### config.mk
export PLATFORM = sky130hd
export DESIGN_NAME = wca_iq_framer
export DESIGN_NICKNAME = d
export VERILOG_FILES = /design/src/rtl/wca_framer_pkg.sv /design/src/rtl/wca_sync_fifo.sv /design/src/rtl/wca_iq_framer.sv
export SDC_FILE = /design/constraint.sdc
export NUM_CORES = 1
export LEC_CHECK = 0
export ABC_AREA = 1
export CAP_MARGIN = 25
export CORE_UTILIZATION = 45
export CTS_BUF_LIST = sky130_fd_sc_hd__clkbuf_8
export DETAILED_ROUTE_END_ITERATION = 16
export HOLD_SLACK_MARGIN = 0.08
export PLACE_DENSITY = 0.68
export RECOVER_POWER = 25
export SYNTH_ARGS = -nofsm -noshare
export SYNTH_HDL_FRONTEND = slang
export SYNTH_SLANG_ARGS = --single-unit
### constraint.sdc
create_clock -name clock -period 2.9 [get_ports clock]
set_input_delay 0.58 -clock clock [delete_from_list [all_inputs] [get_ports clock]]
set_output_delay 0.58 -clock clock [all_outputs]
set_load 0.05 [all_outputs]
### src/rtl/wca_framer_pkg.sv
// wca_framer_pkg
//   Shared definitions for the I/Q framer:
//     - state_e      : framer FSM states (IDLE, HDR, IWORD, QWORD)
//     - SYNC_DEFAULT : default sync byte placed in header bits [15:8]
//     - build_header : forms the 16-bit frame header {sync, seq}
package wca_framer_pkg;

    typedef enum logic [1:0] {
        IDLE  = 2'd0,
        HDR   = 2'd1,
        IWORD = 2'd2,
        QWORD = 2'd3
    } state_e;

    localparam logic [7:0] SYNC_DEFAULT = 8'hA5;

    function automatic logic [15:0] build_header(input logic [7:0] sync,
                                                 input logic [7:0] seq);
        return {sync, seq};
    endfunction

endpackage

### src/rtl/wca_sync_fifo.sv
// wca_sync_fifo
//   Single-clock show-ahead FIFO: the entry at the read pointer is always
//   visible on head_o, and pop_i simply advances past it.
//   Ports:
//     clock, reset      : clock, asynchronous active-high reset
//     clear_i           : synchronous clear of pointers and level
//     push_i, din_i     : write request and data; taken when not full, or
//                         when a pop happens in the same cycle
//     pop_i             : read advance; ignored when empty
//     head_o            : current head entry (asynchronous read)
//     full_o, empty_o   : occupancy flags
//     level_o           : occupancy 0..2^ADDR_W
module wca_sync_fifo #(
    parameter int WIDTH  = 32,
    parameter int ADDR_W = 5
) (
    input  logic              clock,
    input  logic              reset,
    input  logic              clear_i,
    input  logic              push_i,
    input  logic [WIDTH-1:0]  din_i,
    input  logic              pop_i,
    output logic [WIDTH-1:0]  head_o,
    output logic              full_o,
    output logic              empty_o,
    output logic [ADDR_W:0]   level_o
);

    localparam int              DEPTH   = 1 << ADDR_W;
    localparam logic [ADDR_W:0] DEPTH_L = (ADDR_W+1)'(DEPTH);
    localparam logic [ADDR_W:0] ONE_L   = (ADDR_W+1)'(1);

    logic [WIDTH-1:0]  mem_q [DEPTH];
    logic [ADDR_W-1:0] wr_ptr_q;
    logic [ADDR_W-1:0] rd_ptr_q;
    logic [ADDR_W:0]   level_q;
    logic              do_push;
    logic              do_pop;

    assign full_o  = (level_q == DEPTH_L);
    assign empty_o = (level_q == '0);
    assign level_o = level_q;
    assign head_o  = mem_q[rd_ptr_q];

    // A full FIFO still takes a write when the head leaves in the same cycle:
    // the freed slot is the one the write pointer is about to land on.
    assign do_pop  = pop_i & ~empty_o;
    assign do_push = push_i & (~full_o | do_pop);

    // NOTE: sequential state uses non-blocking assignments so every register
    // samples pre-edge values regardless of statement order.
    always_ff @(posedge clock or posedge reset) begin
        if (reset) begin
            wr_ptr_q <= '0;
            rd_ptr_q <= '0;
            level_q  <= '0;
        end else if (clear_i) begin
            wr_ptr_q <= '0;
            rd_ptr_q <= '0;
            level_q  <= '0;
        end else begin
            if (do_push) wr_ptr_q <= wr_ptr_q + 1'b1;
            if (do_pop)  rd_ptr_q <= rd_ptr_q + 1'b1;
            case ({do_push, do_pop})
                2'b10:   level_q <= level_q + ONE_L;
                2'b01:   level_q <= level_q - ONE_L;
                default: level_q <= level_q;
            endcase
        end
    end

    // NOTE: storage has no reset; pointers and level define which entries are
    // meaningful, so resetting the array would only cost flops.
    always_ff @(posedge clock) begin
        if (do_push && !clear_i) mem_q[wr_ptr_q] <= din_i;
    end

endmodule

### src/rtl/wca_iq_framer.sv
// wca_iq_framer
//   Buffers strobed 32-bit {Q,I} samples from the decimator and emits
//   fixed-length frames of 16-bit words: header {SYNC, seq}, then I0, Q0,
//   I1, Q1, ... A frame is started only once all of its samples are buffered.
//   Rejected pushes (FIFO full, no same-cycle pop) set a sticky overflow flag
//   and bump a saturating drop counter.
//   Ports:
//     clock, reset        : clock, asynchronous active-high reset
//     aclr                : synchronous clear of FIFO, FSM, seq, overflow, drops
//     enable              : gates input strobes; an active frame still drains
//     dstrobe_in, iq_in   : sample strobe and {Q[15:0], I[15:0]}
//     dout, dvalid, dready: output word handshake
//     overflow            : sticky dropped-sample flag
//     drop_count          : saturating dropped-sample count
//     level               : FIFO occupancy
module wca_iq_framer
    import wca_framer_pkg::*;
#(
    parameter int         FRAME_SAMPLES = 16,
    parameter int         ADDR_W        = 5,
    parameter logic [7:0] SYNC          = SYNC_DEFAULT
) (
    input  logic              clock,
    input  logic              reset,
    input  logic              aclr,
    input  logic              enable,
    input  logic              dstrobe_in,
    input  logic [31:0]       iq_in,
    output logic [15:0]       dout,
    output logic              dvalid,
    input  logic              dready,
    output logic              overflow,
    output logic [15:0]       drop_count,
    output logic [ADDR_W:0]   level
);

    localparam logic [ADDR_W:0] FRAME_L = (ADDR_W+1)'(FRAME_SAMPLES);
    localparam logic [ADDR_W:0] ONE_L   = (ADDR_W+1)'(1);

    state_e          state_q, state_d;
    logic [7:0]      seq_q, seq_d;
    logic [ADDR_W:0] remain_q, remain_d;
    logic [15:0]     hdr_q, hdr_d;
    logic            overflow_q, overflow_d;
    logic [15:0]     drop_q, drop_d;

    logic            push_req;
    logic            pop;
    logic            drop;
    logic [31:0]     fifo_head;
    logic            fifo_full;
    logic            fifo_empty;

    wca_sync_fifo #(
        .WIDTH  (32),
        .ADDR_W (ADDR_W)
    ) u_fifo (
        .clock   (clock),
        .reset   (reset),
        .clear_i (aclr),
        .push_i  (push_req),
        .din_i   (iq_in),
        .pop_i   (pop),
        .head_o  (fifo_head),
        .full_o  (fifo_full),
        .empty_o (fifo_empty),
        .level_o (level)
    );

    // aclr wins over a same-cycle strobe, so the strobe is neither stored
    // nor counted as a drop.
    assign push_req = dstrobe_in & enable & ~aclr;
    assign drop     = push_req & fifo_full & ~pop;

    // NOTE: every output of this block gets a default first, so no path
    // through the case leaves a signal unassigned and no latch is inferred.
    always_comb begin
        state_d  = state_q;
        seq_d    = seq_q;
        remain_d = remain_q;
        hdr_d    = hdr_q;
        pop      = 1'b0;
        dvalid   = 1'b0;
        dout     = '0;

        unique case (state_q)
            IDLE: begin
                remain_d = FRAME_L;
                if (level >= FRAME_L) begin
                    state_d = HDR;
                    hdr_d   = build_header(SYNC, seq_q);
                end
            end
            HDR: begin
                dvalid = 1'b1;
                dout   = hdr_q;
                if (dready) begin
                    state_d = IWORD;
                    seq_d   = seq_q + 8'd1;
                end
            end
            IWORD: begin
                dvalid = 1'b1;
                dout   = fifo_head[15:0];
                if (dready) state_d = QWORD;
            end
            QWORD: begin
                dvalid = 1'b1;
                dout   = fifo_head[31:16];
                if (dready) begin
                    pop      = ~fifo_empty;
                    remain_d = remain_q - ONE_L;
                    state_d  = (remain_q > ONE_L) ? IWORD : IDLE;
                end
            end
            default: state_d = IDLE;
        endcase

        if (aclr) begin
            state_d = IDLE;
            seq_d   = '0;
            pop     = 1'b0;
        end
    end

    always_comb begin
        overflow_d = overflow_q;
        drop_d     = drop_q;
        if (aclr) begin
            overflow_d = 1'b0;
            drop_d     = '0;
        end else if (drop) begin
            overflow_d = 1'b1;
            if (drop_q != 16'hFFFF) drop_d = drop_q + 16'd1;
        end
    end

    always_ff @(posedge clock or posedge reset) begin
        if (reset) begin
            state_q    <= IDLE;
            seq_q      <= '0;
            remain_q   <= FRAME_L;
            hdr_q      <= '0;
            overflow_q <= 1'b0;
            drop_q     <= '0;
        end else begin
            state_q    <= state_d;
            seq_q      <= seq_d;
            remain_q   <= remain_d;
            hdr_q      <= hdr_d;
            overflow_q <= overflow_d;
            drop_q     <= drop_d;
        end
    end

    assign overflow   = overflow_q;
    assign drop_count = drop_q;

endmodule
==> metrics.txt <==
status finished, violations left; failing checks setup timing; fin crit share 1.27; Clk network pwr share 0.417; combinational fraction of design power 0.018; Final Max Tran Viols 0; Overflow after GRT 0; Die ar. 97,300 sq um; Detail Route Antenna Nets 0; Synth area leaders edfxtp_1, o21ai_0, nor2_1; cell taking the most area after synthesis edfxtp_1; FMAX 271 MHz; final worst path period need 3.69 ns; Die X 312 microns; fin cells 5,084; Clock Latency Late Sink 0.86 ns; Max VDD drop 0.412 mV; first-pass GRT wire length 191 mm; H-tree Lvls 4; row count 113; final net count 3,727; share of layout cells above drive strength 1 0.199; wire per inst 25.9 microns; most common cell in the synthesized netlist edfxtp_1; CTS buffer count 171; Syn Area/Cell 13.0 sq um; Final setup viols 16; asr flop ratio synth 0.0536; post-synth cell types 47; Internal Power 23.8 mW; Rel. slew slack 0.0289; # DRC 0; CP max FO 11; most instantiated cells after synthesis edfxtp_1, nor2_1, o21ai_0, nand3_1, nand2_1; WP data required 2.32 ns; setup repair after global routing missed its margin yes; top_reg_cell synth edfxtp_1; die height 312 microns; Setup CP Type register to output pin; initial antenna violation count 2; Boundary Pins 78; switching power total 6.55 mW; P&R area growth vs syn 25.1%; Ys Warns 0; CP Data Arrival Time 3.11 ns; GP Congestion 0.837; Final WS setup -0.789 ns; initial DRC count 3,738; Netlist Area Pre-Place 43,200 sq um; Hold WC Path Type register to register; PortBufs 77; Via Count 30,800; Core Util, Final 0.569; Cell Pwr Density 562 nW/um^2; post-synth top area share 0.711; dpl cells 4,689; Worst Skew 0.0519 ns; clock-pin transition on the worst setup and hold timing paths 0.06 ns; DR pass1 iterations 6; CP startpoint kind register; final hold vios 0; CTS root buffer clkbuf_8; Clock Sinks 1,082; CP endpoint kind output pin; fillers 7,373; max_cap viols 0; vias per std cell 6.06; Post-synth EDFFs 1,024; DP HPWL 70.1 mm; largest net degree at the start of global routing 66; vias in the first global route 29,400; Max clock buf depth 3; global-route usage over all layers 0.264; post-synthesis register bit count 1,082; syn nets 3,375; Sw Ratio 0.216; core area 95,000 sq um; WL final 132 mm; post-synthesis instance total 3,325; CTS tree done; Seq/Total Area, Yosys 0.745; measured slew at the worst slew-check pin 1.46 ns; Overall Power 30.4 mW; Sequential Power Share 0.565; Leakage 18.5 nW; Initial Utilization 0.455; Setup TNS -11.51 ns
stage by stage:
stage	hold WS, ns	setup slack (ns)	instance area [sq um]
4_1_cts	0.474	-0.770	53400
2_1_floorplan	0.433	-0.434	43200
6_report	0.468	-0.789	54100
5_1_grt	0.501	-0.871	54100
3_5_place_dp	0.452	-0.0889	48200
3_3_place_gp	0.453	-0.0552	48200
power groups by stage:
stage / Sequential, mW / Clock, mW / Combinational (mW)
5_1_grt: 17.2 / 13.4 / 0.593
3_3_place_gp: 17.5 / 0 / 0.549
2_1_floorplan: 17.5 / 0 / 0.135
4_1_cts: 17.2 / 12.8 / 0.568
3_5_place_dp: 17.5 / 0 / 0.560
6_report: 17.2 / 12.7 / 0.551
area by class of cell:
class | count | area (sq um) | share of cell area
clock buffer | 178 | 2450 | 0.0453
antenna | 5 | 12.5 | 0.000231
clock inverter | 132 | 860 | 0.0159
timing repair inverter | 3 | 58.8 | 0.00109
multi-input combinational | 1964 | 10900 | 0.201
timing repair buffer | 405 | 5770 | 0.107
inverter | 50 | 235 | 0.00435
sequential | 1082 | 32200 | 0.596
tap | 1265 | 1580 | 0.0293
layout by cell type (no fill, tap or decap), drive strengths merged, types with 9 or more instances in the layout:
cell type and instances:
clkbuf 219, ha 12, o211ai 18, nand3 220, inv 118, a21oi 20, o221ai 128, bufinv 9
clkdlybuf4s50 34, dlygate4sd3 27, edfxtp 1024, nand2 218, dfrtp 57, buf 295, o21ai 564, nor3 11
clkinv 55, nor2 599, o22ai 132
flip-flops by register name, indices dropped and copies added (netlist names):
| name | flops |
|---|---|
| u_fifo.level_o | 6 |
| state_q | 2 |
| remain_q | 6 |
| drop_count | 16 |
| hdr_q | 9 |
| u_fifo.rd_ptr_q | 5 |
| u_fifo.mem_q | 1024 |
| seq_q | 8 |
| u_fifo.wr_ptr_q | 5 |
| overflow | 1 |
metal layers:
metal / up-vias / GRT usage / wire length (microns)
met3: 357 / 0.0594 / 14300
met4: 2 / 0.118 / 5480
met1: 15200 / 0.355 / 50300
li1: 13200 / - / -
met2: 2053 / 0.413 / 61800
met5: - / 0 / 11
worst max-delay path, stage by stage (launching register included):
cell and delay, ns:
dfrtp_4 0.47, buf_12 0.21, buf_8 0.17, bufbuf_16 0.29, o21ai_0 0.11, o221ai_1 0.24, nand3_1 0.11, o211ai_1 0.18
nand3_2 0.19, nand2_4 0.14, buf_12 0.14
timing repair:
| item | in CTS | in global routing |
|---|---|---|
| buffers inserted | 26 | 18 |
| setup endpoints to repair | 17 | 17 |
| gates cloned | 30 | 14 |
| pin swaps | 54 | 89 |
| hold endpoints to repair | 22 | 0 |
| hold buffers | 1 | 0 |
| gates resized for setup | 223 | 178 |
cell families after synthesis:
family | Yosys count | synth area share
xor gates and xnor gates | 13 | 0.00263
and+or+nand+nor | 1062 | 0.102
adders and majority gates | 12 | 0.00347
DFF | 1082 | 0.745
buffers and inverters | 279 | 0.0280
AOI/OAI and AO/OA | 877 | 0.119
path summary, 6_finish.rpt:
kind | slack [ns] | cells past startpoint | start | endpoint
worst max-delay path | -0.79 | 10 | u_fifo.rd_ptr_q[0] | dout[11]
worst min register to register | 0.47 | 2 | hdr_q[7] | hdr_q[7]
worst max register to register | 0.52 | 10 | u_fifo.level_o[0] | u_fifo.mem_q[13][15]
min in group asynchronous | 0.68 | 3 | reset | drop_count[5]
worst min-delay path | 0.47 | 2 | hdr_q[7] | hdr_q[7]
max in group asynchronous | 1.57 | 4 | reset | remain_q[4]
Note: power is estimated with default switching activity, not from simulation.
